<file path="src/rtl/minx_pkg.sv">
// Shared Pokemon Mini constants: register map, key indices and irq numbering
// for the keypad block.
package minx_pkg;

    localparam logic [23:0] KEYPAD_REG_EDGE  = 24'h2050;
    localparam logic [23:0] KEYPAD_REG_STATE = 24'h2052;

    localparam logic [4:0] IRQ_KEY_BASE = 5'h15;

    typedef enum logic [2:0] {
        KEY_A     = 3'd0,
        KEY_B     = 3'd1,
        KEY_C     = 3'd2,
        KEY_UP    = 3'd3,
        KEY_DOWN  = 3'd4,
        KEY_LEFT  = 3'd5,
        KEY_RIGHT = 3'd6,
        KEY_POWER = 3'd7
    } key_index_t;

endpackage

</file>
<file path="src/rtl/key_debounce.sv">
// One button: two-flop synchroniser, consecutive-mismatch counter and the
// accepted stable level, with single-cycle accept strobes for each direction.
module key_debounce #(
    parameter int DEBOUNCE_CYCLES = 4096
) (
    input  logic clk,
    input  logic reset,
    input  logic key_raw,
    output logic stable,
    output logic rise,
    output logic fall
);

    localparam logic [15:0] LAST_COUNT = 16'(DEBOUNCE_CYCLES - 1);

    logic        sync1;
    logic        sync2;
    logic [15:0] count;
    logic        accept;

    // rise/fall describe the flip that the coming edge will perform, so the
    // parent can register its irq on the same edge that stable changes.
    assign accept = (sync2 != stable) && (count == LAST_COUNT);
    assign rise   = accept & sync2;
    assign fall   = accept & ~sync2;

    always_ff @(posedge clk or negedge reset) begin
        if (!reset) begin
            sync1  <= 1'b0;
            sync2  <= 1'b0;
            stable <= 1'b0;
            count  <= 16'd0;
        end else begin
            sync1 <= key_raw;
            sync2 <= sync1;
            if (sync2 == stable) begin
                count <= 16'd0;
            end else if (accept) begin
                stable <= sync2;
                count  <= 16'd0;
            end else begin
                count <= count + 16'd1;
            end
        end
    end

endmodule

</file>
<file path="src/rtl/keypad.sv">
// Debounced keypad: eight key_debounce lanes, the KEY_EDGE select register,
// per-key irq pulses and the OR-able CPU register read port.
module keypad
    import minx_pkg::*;
#(
    parameter int DEBOUNCE_CYCLES = 4096
) (
    input  logic        clk,
    input  logic        reset,
    input  logic [7:0]  keys,
    input  logic        bus_write,
    input  logic        bus_read,
    input  logic [23:0] bus_address_in,
    input  logic [7:0]  bus_data_in,
    output logic [7:0]  bus_data_out,
    output logic [7:0]  irqs
);

    logic [7:0] stable;
    logic [7:0] rise;
    logic [7:0] fall;
    logic [7:0] key_edge;

    for (genvar n = 0; n < 8; n++) begin : g_key
        key_debounce #(
            .DEBOUNCE_CYCLES(DEBOUNCE_CYCLES)
        ) u_debounce (
            .clk    (clk),
            .reset  (reset),
            .key_raw(keys[n]),
            .stable (stable[n]),
            .rise   (rise[n]),
            .fall   (fall[n])
        );
    end

    // The irq term reads key_edge before this edge's write lands, so a flip
    // coinciding with a KEY_EDGE write honours the old select.
    always_ff @(posedge clk or negedge reset) begin
        if (!reset) begin
            key_edge <= 8'h00;
            irqs     <= 8'h00;
        end else begin
            irqs <= (rise & ~key_edge) | (fall & key_edge);
            if (bus_write && bus_address_in == KEYPAD_REG_EDGE) begin
                key_edge <= bus_data_in;
            end
        end
    end

    always_comb begin
        bus_data_out = 8'h00;
        if (bus_read) begin
            if (bus_address_in == KEYPAD_REG_EDGE) begin
                bus_data_out = key_edge;
            end else if (bus_address_in == KEYPAD_REG_STATE) begin
                bus_data_out = ~stable;
            end
        end
    end

endmodule

</file>
<file path="config.mk">
export PLATFORM = sky130hd
export DESIGN_NAME = keypad
export DESIGN_NICKNAME = d
export VERILOG_FILES = /design/src/rtl/minx_pkg.sv /design/src/rtl/key_debounce.sv /design/src/rtl/keypad.sv
export SDC_FILE = /design/constraint.sdc
export NUM_CORES = 1
export LEC_CHECK = 0
export CORE_MARGIN = 2
export CORE_UTILIZATION = 45
export DETAILED_ROUTE_END_ITERATION = 8
export GPL_ROUTABILITY_DRIVEN = 1
export GPL_TIMING_DRIVEN = 0
export PLACE_DENSITY = 0.73
export SYNTH_ARGS = -nofsm -noshare
export SYNTH_HDL_FRONTEND = slang
export SYNTH_SLANG_ARGS = --single-unit
</file>
<file path="constraint.sdc">
create_clock -name clk -period 2.9 [get_ports clk]
set_clock_uncertainty 0.2 [all_clocks]
set_input_delay 0.725 -clock clk [delete_from_list [all_inputs] [get_ports clk]]
set_output_delay 0.725 -clock clk [all_outputs]
set_load 0.03 [all_outputs]
</file>
==> Flow_metrics.wiki, run 1 <==
{| class="wikitable"
! Metric !! Value
|-
| Result of the run || finished, violations left
|-
| Failing checks || setup timing
|-
| Starting density of the core || a little under half
|-
| Violation count after the first detailed-routing iteration || around 330
|-
| Leading area contributor after synthesis || sky130_fd_sc_hd__dfrtp_1
|-
| Gate count after technology mapping || about 750
|-
| Switching part of the total || between 20% and 30%
|-
| Standard cell with the maximum stage delay on the critical path || sky130_fd_sc_hd__and4_4
|-
| Vias per cell || a little over 5
|-
| Sequential Power Share || a little under 50%
|-
| Cell-internal power || 3.85 mW
|-
| Number of max-capacitance violations reported || 0
|-
| Count of warnings emitted by yosys || 0
|-
| Chip Width || ~140 um
|-
| Arrival time worst endpoint || about 2.0 ns
|-
| Cell chosen for the clock root || sky130_fd_sc_hd__clkbuf_16
|-
| Wire length reported by the detailed router || about 15 mm
|-
| Crit path required time || between 1.5 and 2 ns
|-
| Share of final-layout standard cells stronger than drive strength 1 || 12.6%
|-
| Area taken by flip-flops and latches || 0.00420 sq mm
|-
| I/O pin cnt || 60
|-
| Number of distinct library cells after synthesis || 37
|-
| Maximum number of pins on one net before global-route repair || around 110
|-
| Post-synthesis average cell area || ~10 sq um
|-
| Vias in the first global route || 5303
|-
| Area Overhead vs Synth || 20.4%
|-
| Crit share post-route || 102%
|-
| Worst Max-Slew Pin Slew || 0.648 ns
|-
| Number of pins with negative max-slew slack in the final report || 0
|-
| Setup CP Type || in -> out
|-
| Max FO, Critical Path || 5
|-
| Detail Route Antenna Nets || 0
|-
| Number of inserted diodes || 0
|-
| Post-route cell area || ~0.0094 sq mm
|-
| Standard-cell rows || 48
|-
| Clock-pin slew of the registers on the worst-case setup and hold paths || roughly 0.060 ns
|-
| Setup repair after global routing missed its margin || true
|-
| TritonRoute pass-1 iters || 6
|-
| Final-layout fill cell count || between 1500 and 2000
|-
| Kind of launch point of the worst setup path || input port
|-
| Nets in the synthesized netlist || about 800
|-
| Average wire length per cell after detail routing || 13.8 um
|-
| Clock network fraction of total power || 46.4%
|-
| Largest cells by area after synthesis || sky130_fd_sc_hd__dfrtp_1 54%, sky130_fd_sc_hd__xnor2_1 8.6%, sky130_fd_sc_hd__nor2_1 7.3%, sky130_fd_sc_hd__xor2_1 5.0%, sky130_fd_sc_hd__nand4_1 3.4%
|-
| Total negative setup slack || -0.204 ns
|-
| Total number of vias || ~5500
|-
| Total clock buffers created by CTS || 17
|-
| Overall Global Routing Usage || 17.3%
|-
| Setup slack after placement || -1.59 ns
|-
| Remaining max-slew budget at the tightest pin || a little under three fifths
|-
| Wire length of the first global-routing pass || approximately 25 mm
|-
| CTS Buffer Depth || 2
|-
| Vertical die dimension || 136 um
|-
| FF+latch count, synth || around 170
|-
| Setup slack after layout || -0.0551 ns
|-
| Area used by multi-input combinational logic || approximately 0.0036 sq mm
|-
| Core Box Area || between 0.015 and 0.02 sq mm
|-
| Residual overflow from global routing || 0
|-
| Last weighted congestion value of the routability-driven placer || roughly 0.80
|-
| LEAKAGE || 3.94 nW
|-
| Type of the worst min-delay path || in -> async
|-
| Number of clock sinks || 168
|-
| Total power divided by cell area || 523 mW/mm^2
|-
| Cells along the critical path || buf_6, nor4bb_2, and4_4, nand4_1, buf_6, buf_12, nor2_4, buf_6
|-
| Post-place instance area || 0.00873 sq mm
|-
| Maximum resistive drop on vdd || 0.456 mV
|-
| Area of the die || between 0.015 and 0.02 sq mm
|-
| Number of buffer cells added on primary ports || 58
|-
| Antenna violations before repair || 0
|-
| Post-synthesis instance area || approximately 0.008 sq mm
|-
| Net switching power || 1.08 mW
|-
| Sequential area share after synthesis || 53.7%
|-
| Count of nets after finishing || 880
|-
| Largest stage delay, worst path || 0.29 ns
|-
| Clock tree from TritonCTS || built
|-
| Count of endpoints failing setup in the final report || 5
|-
| Endpoint class of the critical path || primary output
|-
| Critical path's most frequent cell || sky130_fd_sc_hd__buf_6
|-
| Depth of the CTS H-tree || 4
|-
| Fin. Hold Viols || 0
|-
| Final HPWL DP || about 9.9 mm
|-
| Period minus WS final || 2.96 ns
|-
| Power share of the combinational group || around 4.6%
|-
| Post-route DRC violation count || 0
|-
| Maximum achievable frequency || 338 MHz
|-
| Area fraction of the dominant cell type after synthesis || 53.7%
|-
| Worst skew pair latency || around 0.42 ns
|}
-- cell families (layout without fill, tap and decap cells) --
family | after synthesis | after routing | synth area share (%)
muxes | 23 | 23 | 3.23
xor gates and xnor gates | 122 | 122 | 13.6
adders and majority gates | 8 | 8 | 1.28
DFF | 168 | 168 | 53.7
and+or+nand+nor | 375 | 375 | 24.3
AOI/OAI and AO/OA | 14 | 14 | 1.79
buffers and inverters | 37 | 131 | 2.16
-- worst paths after layout --
check / to / cells past startpoint / slack [ns] / from
worst min register to register: g_key[2].u_debounce.sync2 / 0 / 0.15 / g_key[2].u_debounce.sync1
worst max-delay path: bus_data_out[0] / 8 / -0.06 / bus_address_in[3]
max in group asynchronous: g_key[3].u_debounce.count[5] / 2 / 1.59 / reset
worst min-delay path: g_key[0].u_debounce.count[7] / 1 / 0.02 / reset
worst max register to register: g_key[4].u_debounce.count[6] / 5 / 0.63 / g_key[4].u_debounce.count[0]
min in group clk: g_key[2].u_debounce.sync2 / 0 / 0.15 / g_key[2].u_debounce.sync1
-- critical path, delay by kind of cell --
family / cells / cell delay (ns)
buffers and inverters: 4 / 0.54
AND/OR/NAND/NOR: 4 / 0.75
-- Yosys cell counts --
library cell	instances
sky130_fd_sc_hd__clkbuf_1	5
sky130_fd_sc_hd__mux2i_1	8
sky130_fd_sc_hd__o21bai_2	1
sky130_fd_sc_hd__a21oi_1	4
sky130_fd_sc_hd__ha_1	8
sky130_fd_sc_hd__nor3_1	25
sky130_fd_sc_hd__nor4bb_1	1
sky130_fd_sc_hd__o21ai_0	1
sky130_fd_sc_hd__o41ai_2	5
sky130_fd_sc_hd__nor4_1	35
sky130_fd_sc_hd__inv_1	23
sky130_fd_sc_hd__nor2b_1	3
sky130_fd_sc_hd__nor2_1	152
sky130_fd_sc_hd__mux2_2	14
sky130_fd_sc_hd__nand2_2	1
sky130_fd_sc_hd__mux2_4	1
sky130_fd_sc_hd__nand4_1	42
sky130_fd_sc_hd__or4_1	5
sky130_fd_sc_hd__buf_6	3
sky130_fd_sc_hd__dfrtp_1	168
sky130_fd_sc_hd__nand2_4	1
sky130_fd_sc_hd__nor4b_1	1
sky130_fd_sc_hd__nor3b_1	1
sky130_fd_sc_hd__xnor2_1	77
sky130_fd_sc_hd__or3_1	2
sky130_fd_sc_hd__xor2_1	45
sky130_fd_sc_hd__buf_2	6
sky130_fd_sc_hd__o31ai_1	2
sky130_fd_sc_hd__or4_4	2
sky130_fd_sc_hd__nand4_4	2
sky130_fd_sc_hd__nand2_1	34
sky130_fd_sc_hd__and3_1	5
sky130_fd_sc_hd__and3_2	1
sky130_fd_sc_hd__nand3_1	45
sky130_fd_sc_hd__a211oi_1	1
sky130_fd_sc_hd__and4_1	15
sky130_fd_sc_hd__or3_4	2
-- cell usage in the layout, fill, tap and decap left out, types with 3 or more instances in the layout --
cell type and count:
sky130_fd_sc_hd__clkdlybuf4s50_1 26, sky130_fd_sc_hd__nor2_1 147, sky130_fd_sc_hd__buf_4 4, sky130_fd_sc_hd__xor2_1 45
sky130_fd_sc_hd__bufinv_16 3, sky130_fd_sc_hd__mux2_2 14, sky130_fd_sc_hd__and4_1 14, sky130_fd_sc_hd__o41ai_2 5
sky130_fd_sc_hd__nor2b_1 3, sky130_fd_sc_hd__nand2_1 34, sky130_fd_sc_hd__clkinv_2 4, sky130_fd_sc_hd__nand3_1 45
sky130_fd_sc_hd__clkinvlp_4 3, sky130_fd_sc_hd__xnor2_1 77, sky130_fd_sc_hd__clkdlybuf4s15_1 4, sky130_fd_sc_hd__nor3_1 25
sky130_fd_sc_hd__nor4_1 31, sky130_fd_sc_hd__dlygate4sd2_1 7, sky130_fd_sc_hd__a21oi_1 4, sky130_fd_sc_hd__clkbuf_16 17
sky130_fd_sc_hd__and3_1 5, sky130_fd_sc_hd__buf_6 13, sky130_fd_sc_hd__nor2_4 4, sky130_fd_sc_hd__inv_1 23
sky130_fd_sc_hd__mux2i_1 8, sky130_fd_sc_hd__dfrtp_1 168, sky130_fd_sc_hd__nand4_1 42, sky130_fd_sc_hd__or4_1 5
sky130_fd_sc_hd__ha_1 8, sky130_fd_sc_hd__buf_2 11, sky130_fd_sc_hd__clkbuf_1 6
-- state kept, by name (all words and copies together) (netlist names) --
| name | cells |
|---|---|
| g_key.u_debounce.count | 128 |
| g_key.u_debounce.stable | 8 |
| g_key.u_debounce.sync1 | 8 |
| g_key.u_debounce.sync2 | 8 |
| irqs | 8 |
| key_edge | 8 |
-- through the flow --
| stage | utilization (%) | hold slack (ns) | power [mW] | std cells |
|---|---|---|---|---|
| after floorplan | - | 0.131 | 2.55 | 747 |
| after global placement | 50.7 | 0.133 | 2.68 | 1030 |
| after detailed placement | 50.9 | 0.136 | 2.69 | 1031 |
| after CTS | 54.7 | 0.0395 | 4.99 | 1065 |
| after global routing | 54.9 | 0.0547 | 5.14 | 1066 |
| final | 54.9 | 0.0228 | 4.93 | 1066 |
-- routing by layer --
layer  track usage, %  routed length, um
met1             23.4               6990
met2             27.5               6960
met3             4.77                576
met4             4.69                143
met5                0                  0
-- power by group through the flow --
stage / Clock, mW / Sequential (mW) / Combinational (mW)
CTS: 2.35 / 2.42 / 0.231
detailed placement: 0 / 2.46 / 0.233
finish: 2.29 / 2.42 / 0.228
global route: 2.46 / 2.42 / 0.260
floorplan: 0 / 2.45 / 0.0984
global placement: 0 / 2.46 / 0.224
-- layout make-up --
cell class / instances / share of cell area [%]
buffer: 14 / 0.889
tap: 225 / 2.99
multi-input combinational: 542 / 37.7
clock buffer: 20 / 4.74
sequential: 168 / 44.6
timing repair buffer: 62 / 6.59
inverter: 23 / 0.915
clock inverter: 12 / 1.59
-- timing repair --
| action | 4_1_cts | 5_1_grt |
|---|---|---|
| endpoints found under the setup margin | 8 | 8 |
| hold buffers | 0 | 0 |
| setup buffers | 2 | 1 |
| resized for setup | 120 | 9 |
| pin swaps | 13 | 2 |
| hold endpoints to repair | 0 | 0 |
Note: power is estimated with default switching activity, not from simulation.
==> inputs of run 2 (changes only) <==
--- a/config.mk
+++ b/config.mk
@@ -5,7 +5,6 @@
 export SDC_FILE = /design/constraint.sdc
 export NUM_CORES = 1
 export LEC_CHECK = 0
-export CORE_MARGIN = 2
 export CORE_UTILIZATION = 45
 export DETAILED_ROUTE_END_ITERATION = 8
 export GPL_ROUTABILITY_DRIVEN = 1
==> run 2 against run 1 <==
The flow still finishes with violations (setup timing). Total power decreased by 0.97%. Global-route usage increased by 0.95 points. Sequential share of layout area is 0.29 points higher. Count of clock-buffer cells in the layout increased by 2.
==> Flow_metrics.wiki, run 2 (same netlist as run 1, synthesis figures left out) <==
{| class="wikitable"
! Metric !! Value
|-
| Worst r2r path cells || 5 (unchanged)
|-
| Net switching power || 1.04 mW (-3.6%)
|-
| Area Overhead vs Synth || 19.6%
|-
| Top Family by Delay on Critical Path || buffers and inverters
|-
| Failing checks || setup timing
|-
| Setup repair after global routing missed its margin || true
|-
| Number of cells on the critical path || 6 (-2)
|-
| Last weighted congestion value of the routability-driven placer || 0.839 (+5.4%)
|-
| Register name with the most flops || g_key.u_debounce.count
|-
| Switching part of the total || 21.3% (-0.58 points)
|-
| Core Box Area || 0.0168 sq mm (-2.1%)
|-
| Arrival time worst endpoint || 1.98 ns (-0.05 ns)
|-
| Period minus WS final || 2.90 ns (-0.0545 ns)
|-
| Standard-cell rows || 47 (-2.1%)
|-
| Clock tree from TritonCTS || built
|-
| Number of pins with negative max-slew slack in the final report || 0 (unchanged)
|-
| Clock-pin slew of the registers on the worst-case setup and hold paths || 0.06 ns (about the same)
|-
| I/O pin cnt || 60 (unchanged)
|-
| Post-cts hold buffer count || 0 (unchanged)
|-
| Share of final-layout standard cells stronger than drive strength 1 || 11.6% (-1.0 points)
|-
| Average wire length per cell after detail routing || 14.0 um (+2.0%)
|-
| Kind of launch point of the worst setup path || input port
|-
| Vertical die dimension || 134 um (-1.5%)
|-
| Detail Route Antenna Nets || 0 (unchanged)
|-
| Fin. Hold Viols || 0 (unchanged)
|-
| Remaining max-slew budget at the tightest pin || 58.1% (+1.7 points)
|-
| Commonest cells after routing, fill and taps aside || 168 x sky130_fd_sc_hd__dfrtp_1, 149 x sky130_fd_sc_hd__nor2_1, 77 x sky130_fd_sc_hd__xnor2_1
|-
| Max FO, Critical Path || 7 (+2)
|-
| Maximum resistive drop on vdd || 0.398 mV (-13%)
|-
| Setup slack after layout || -0.000536 ns (+0.0545 ns)
|-
| Max FFs per register || 128 (unchanged)
|-
| LEAKAGE || 3.91 nW (-0.68%)
|-
| Cell chosen for the clock root || sky130_fd_sc_hd__clkbuf_16
|-
| Leading cell type in the layout, fill and taps excluded || sky130_fd_sc_hd__dfrtp_1
|-
| Cell-internal power || 3.85 mW (-0.23%)
|-
| Type of the worst min-delay path || in -> async
|-
| Violation count after the first detailed-routing iteration || 334 (+2.5%)
|-
| Hold Slack || 0.00292 ns (-0.0198 ns)
|-
| Total number of vias || 5638 (+2.4%)
|-
| Crit path launch || bus_address_in[11]
|-
| Power share of the combinational group || 4.7% (about the same)
|-
| Starting density of the core || 46.6% (+0.97 points)
|-
| Count of nets after finishing || 879 (-0.11%)
|-
| Final HPWL DP || 10.0 mm (+0.80%)
|-
| Crit share post-route || 100% (-1.9 points)
|-
| Endpoint class of the critical path || primary output
|-
| Vias in the first global route || 5462 (+3.0%)
|-
| Depth of the CTS H-tree || 4 (unchanged)
|-
| CTS Buffer Depth || 2 (unchanged)
|-
| Wire length of the first global-routing pass || 25.8 mm (+2.0%)
|-
| Final core utilization || 55.7% (+0.81 points)
|-
| Capture point of the worst path || bus_data_out[7]
|-
| Number of buffer cells added on primary ports || 58 (unchanged)
|-
| Area of the die || 0.0179 sq mm (-2.9%)
|-
| Overall Global Routing Usage || 18.2% (+0.95 points)
|-
| Critical path buffers and inverters || 3 (-1)
|-
| TritonRoute pass-1 iters || 4 (-2)
|-
| Largest stage delay, worst path || 0.30 ns (about the same)
|-
| Maximum number of pins on one net before global-route repair || 115 (+8.5%)
|-
| Wire length reported by the detailed router || 14.9 mm (+1.3%)
|-
| Sequential Power Share || 49.5% (+0.5 points)
|-
| Standard cell with the maximum stage delay on the critical path || sky130_fd_sc_hd__nor4_4
|-
| Clock network fraction of total power || 45.9% (-0.5 points)
|-
| Total power divided by cell area || 521 mW/mm^2 (-0.33%)
|-
| Residual overflow from global routing || 0 (unchanged)
|-
| Number of max-capacitance violations reported || 0 (unchanged)
|-
| Worst skew pair latency || 0.42 ns (about the same)
|-
| Number of inserted diodes || 0 (unchanged)
|-
| Chip Width || 134 um (-1.5%)
|-
| Number of clock sinks || 168 (unchanged)
|-
| Total clock buffers created by CTS || 17 (unchanged)
|-
| Setup slack after placement || -1.50 ns (+0.0907 ns)
|-
| Count of endpoints failing setup in the final report || 1 (-4)
|-
| Flop-to-flop setup slack || 0.67 ns (+0.04 ns)
|-
| Antenna violations before repair || 0 (unchanged)
|-
| Result of the run || finished, violations left
|-
| Critical R2R Capture || g_key[4].u_debounce.count[6]
|-
| Maximum achievable frequency || 345 MHz (+1.9%)
|-
| Critical R2R Launch || g_key[4].u_debounce.count[0]
|-
| Worst Max-Slew Pin Slew || 0.622 ns (-0.0255 ns)
|-
| Cells along the critical path || dlygate4sd2_1, nor4_4, nand4_1, buf_6, a211oi_2, buf_4
|-
| Post-route DRC violation count || 0 (unchanged)
|-
| Setup CP Type || in -> out
|-
| Crit path required time || 1.98 ns (about the same)
|-
| Total negative setup slack || -0.000536 ns (+0.203 ns)
|-
| Vias per cell || 5.32 (+3.1%)
|}
[run 2: layer usage]
metal	global-route usage [%]	part of all wire [%]	up-vias
li1	-	-	2759
met1	24.0	47	2767
met2	29.3	48	95
met3	5.06	3.4	17
met4	5.43	1.2	0
met5	0	0	-
[run 2: through the flow]
stage                     instances  power, mW  instance area [sq um]
final                          1059       4.89                   9370
after global routing           1059       5.07                   9370
after CTS                      1059       4.94                   9300
after detailed placement       1026       2.69                   8730
after global placement         1025       2.69                   8700
after floorplan                 747       2.55                   7840
[run 2: how the worst min path moves through the flow]
stage               cells after the start  slack, ns                            to
floorplan                               0       0.13     g_key[0].u_debounce.sync2
global placement                        0       0.13     g_key[7].u_debounce.sync2
detailed placement                      0       0.14     g_key[4].u_debounce.sync2
CTS                                     1       0.01  g_key[0].u_debounce.count[5]
global route                            1       0.03  g_key[0].u_debounce.count[7]
finish                                  1      0.003  g_key[0].u_debounce.count[7]
[run 2: timing repair]
| action | in CTS | in global routing |
|---|---|---|
| setup endpoints to repair | 8 | 8 |
| gates cloned | 0 | 0 |
| gates resized for setup | 104 | 18 |
| buffers inserted | 2 | 0 |
| pin swaps | 11 | 2 |
[run 2: area by class of cell]
cell class	instances	area, sq um
Multi-Input combinational cell	542	3550
Buffer	14	83.8
Sequential cell	168	4200
Clock inverter	9	125
Clock buffer	22	454
Fill cell	1479	7450
Inverter	23	86.3
Timing Repair Buffer	61	594
Tap cell	220	275
[run 2: power by group through the flow]
stage          Sequential (mW)  Combinational (mW)  Clock, mW
3_5_place_dp              2.46               0.234          0
3_3_place_gp              2.46               0.226          0
4_1_cts                   2.42               0.228       2.29
5_1_grt                   2.42               0.261       2.39
6_report                  2.42               0.228       2.24
2_1_floorplan             2.45              0.0984          0
[run 2: worst reg2reg max path, stage by stage, from the launching register on]
cell                      delay [ns]
sky130_fd_sc_hd__dfrtp_1        0.40
sky130_fd_sc_hd__ha_1           0.25
sky130_fd_sc_hd__nand4_1        0.19
sky130_fd_sc_hd__o41ai_2        0.66
sky130_fd_sc_hd__buf_2          0.33
sky130_fd_sc_hd__nor2_1         0.09
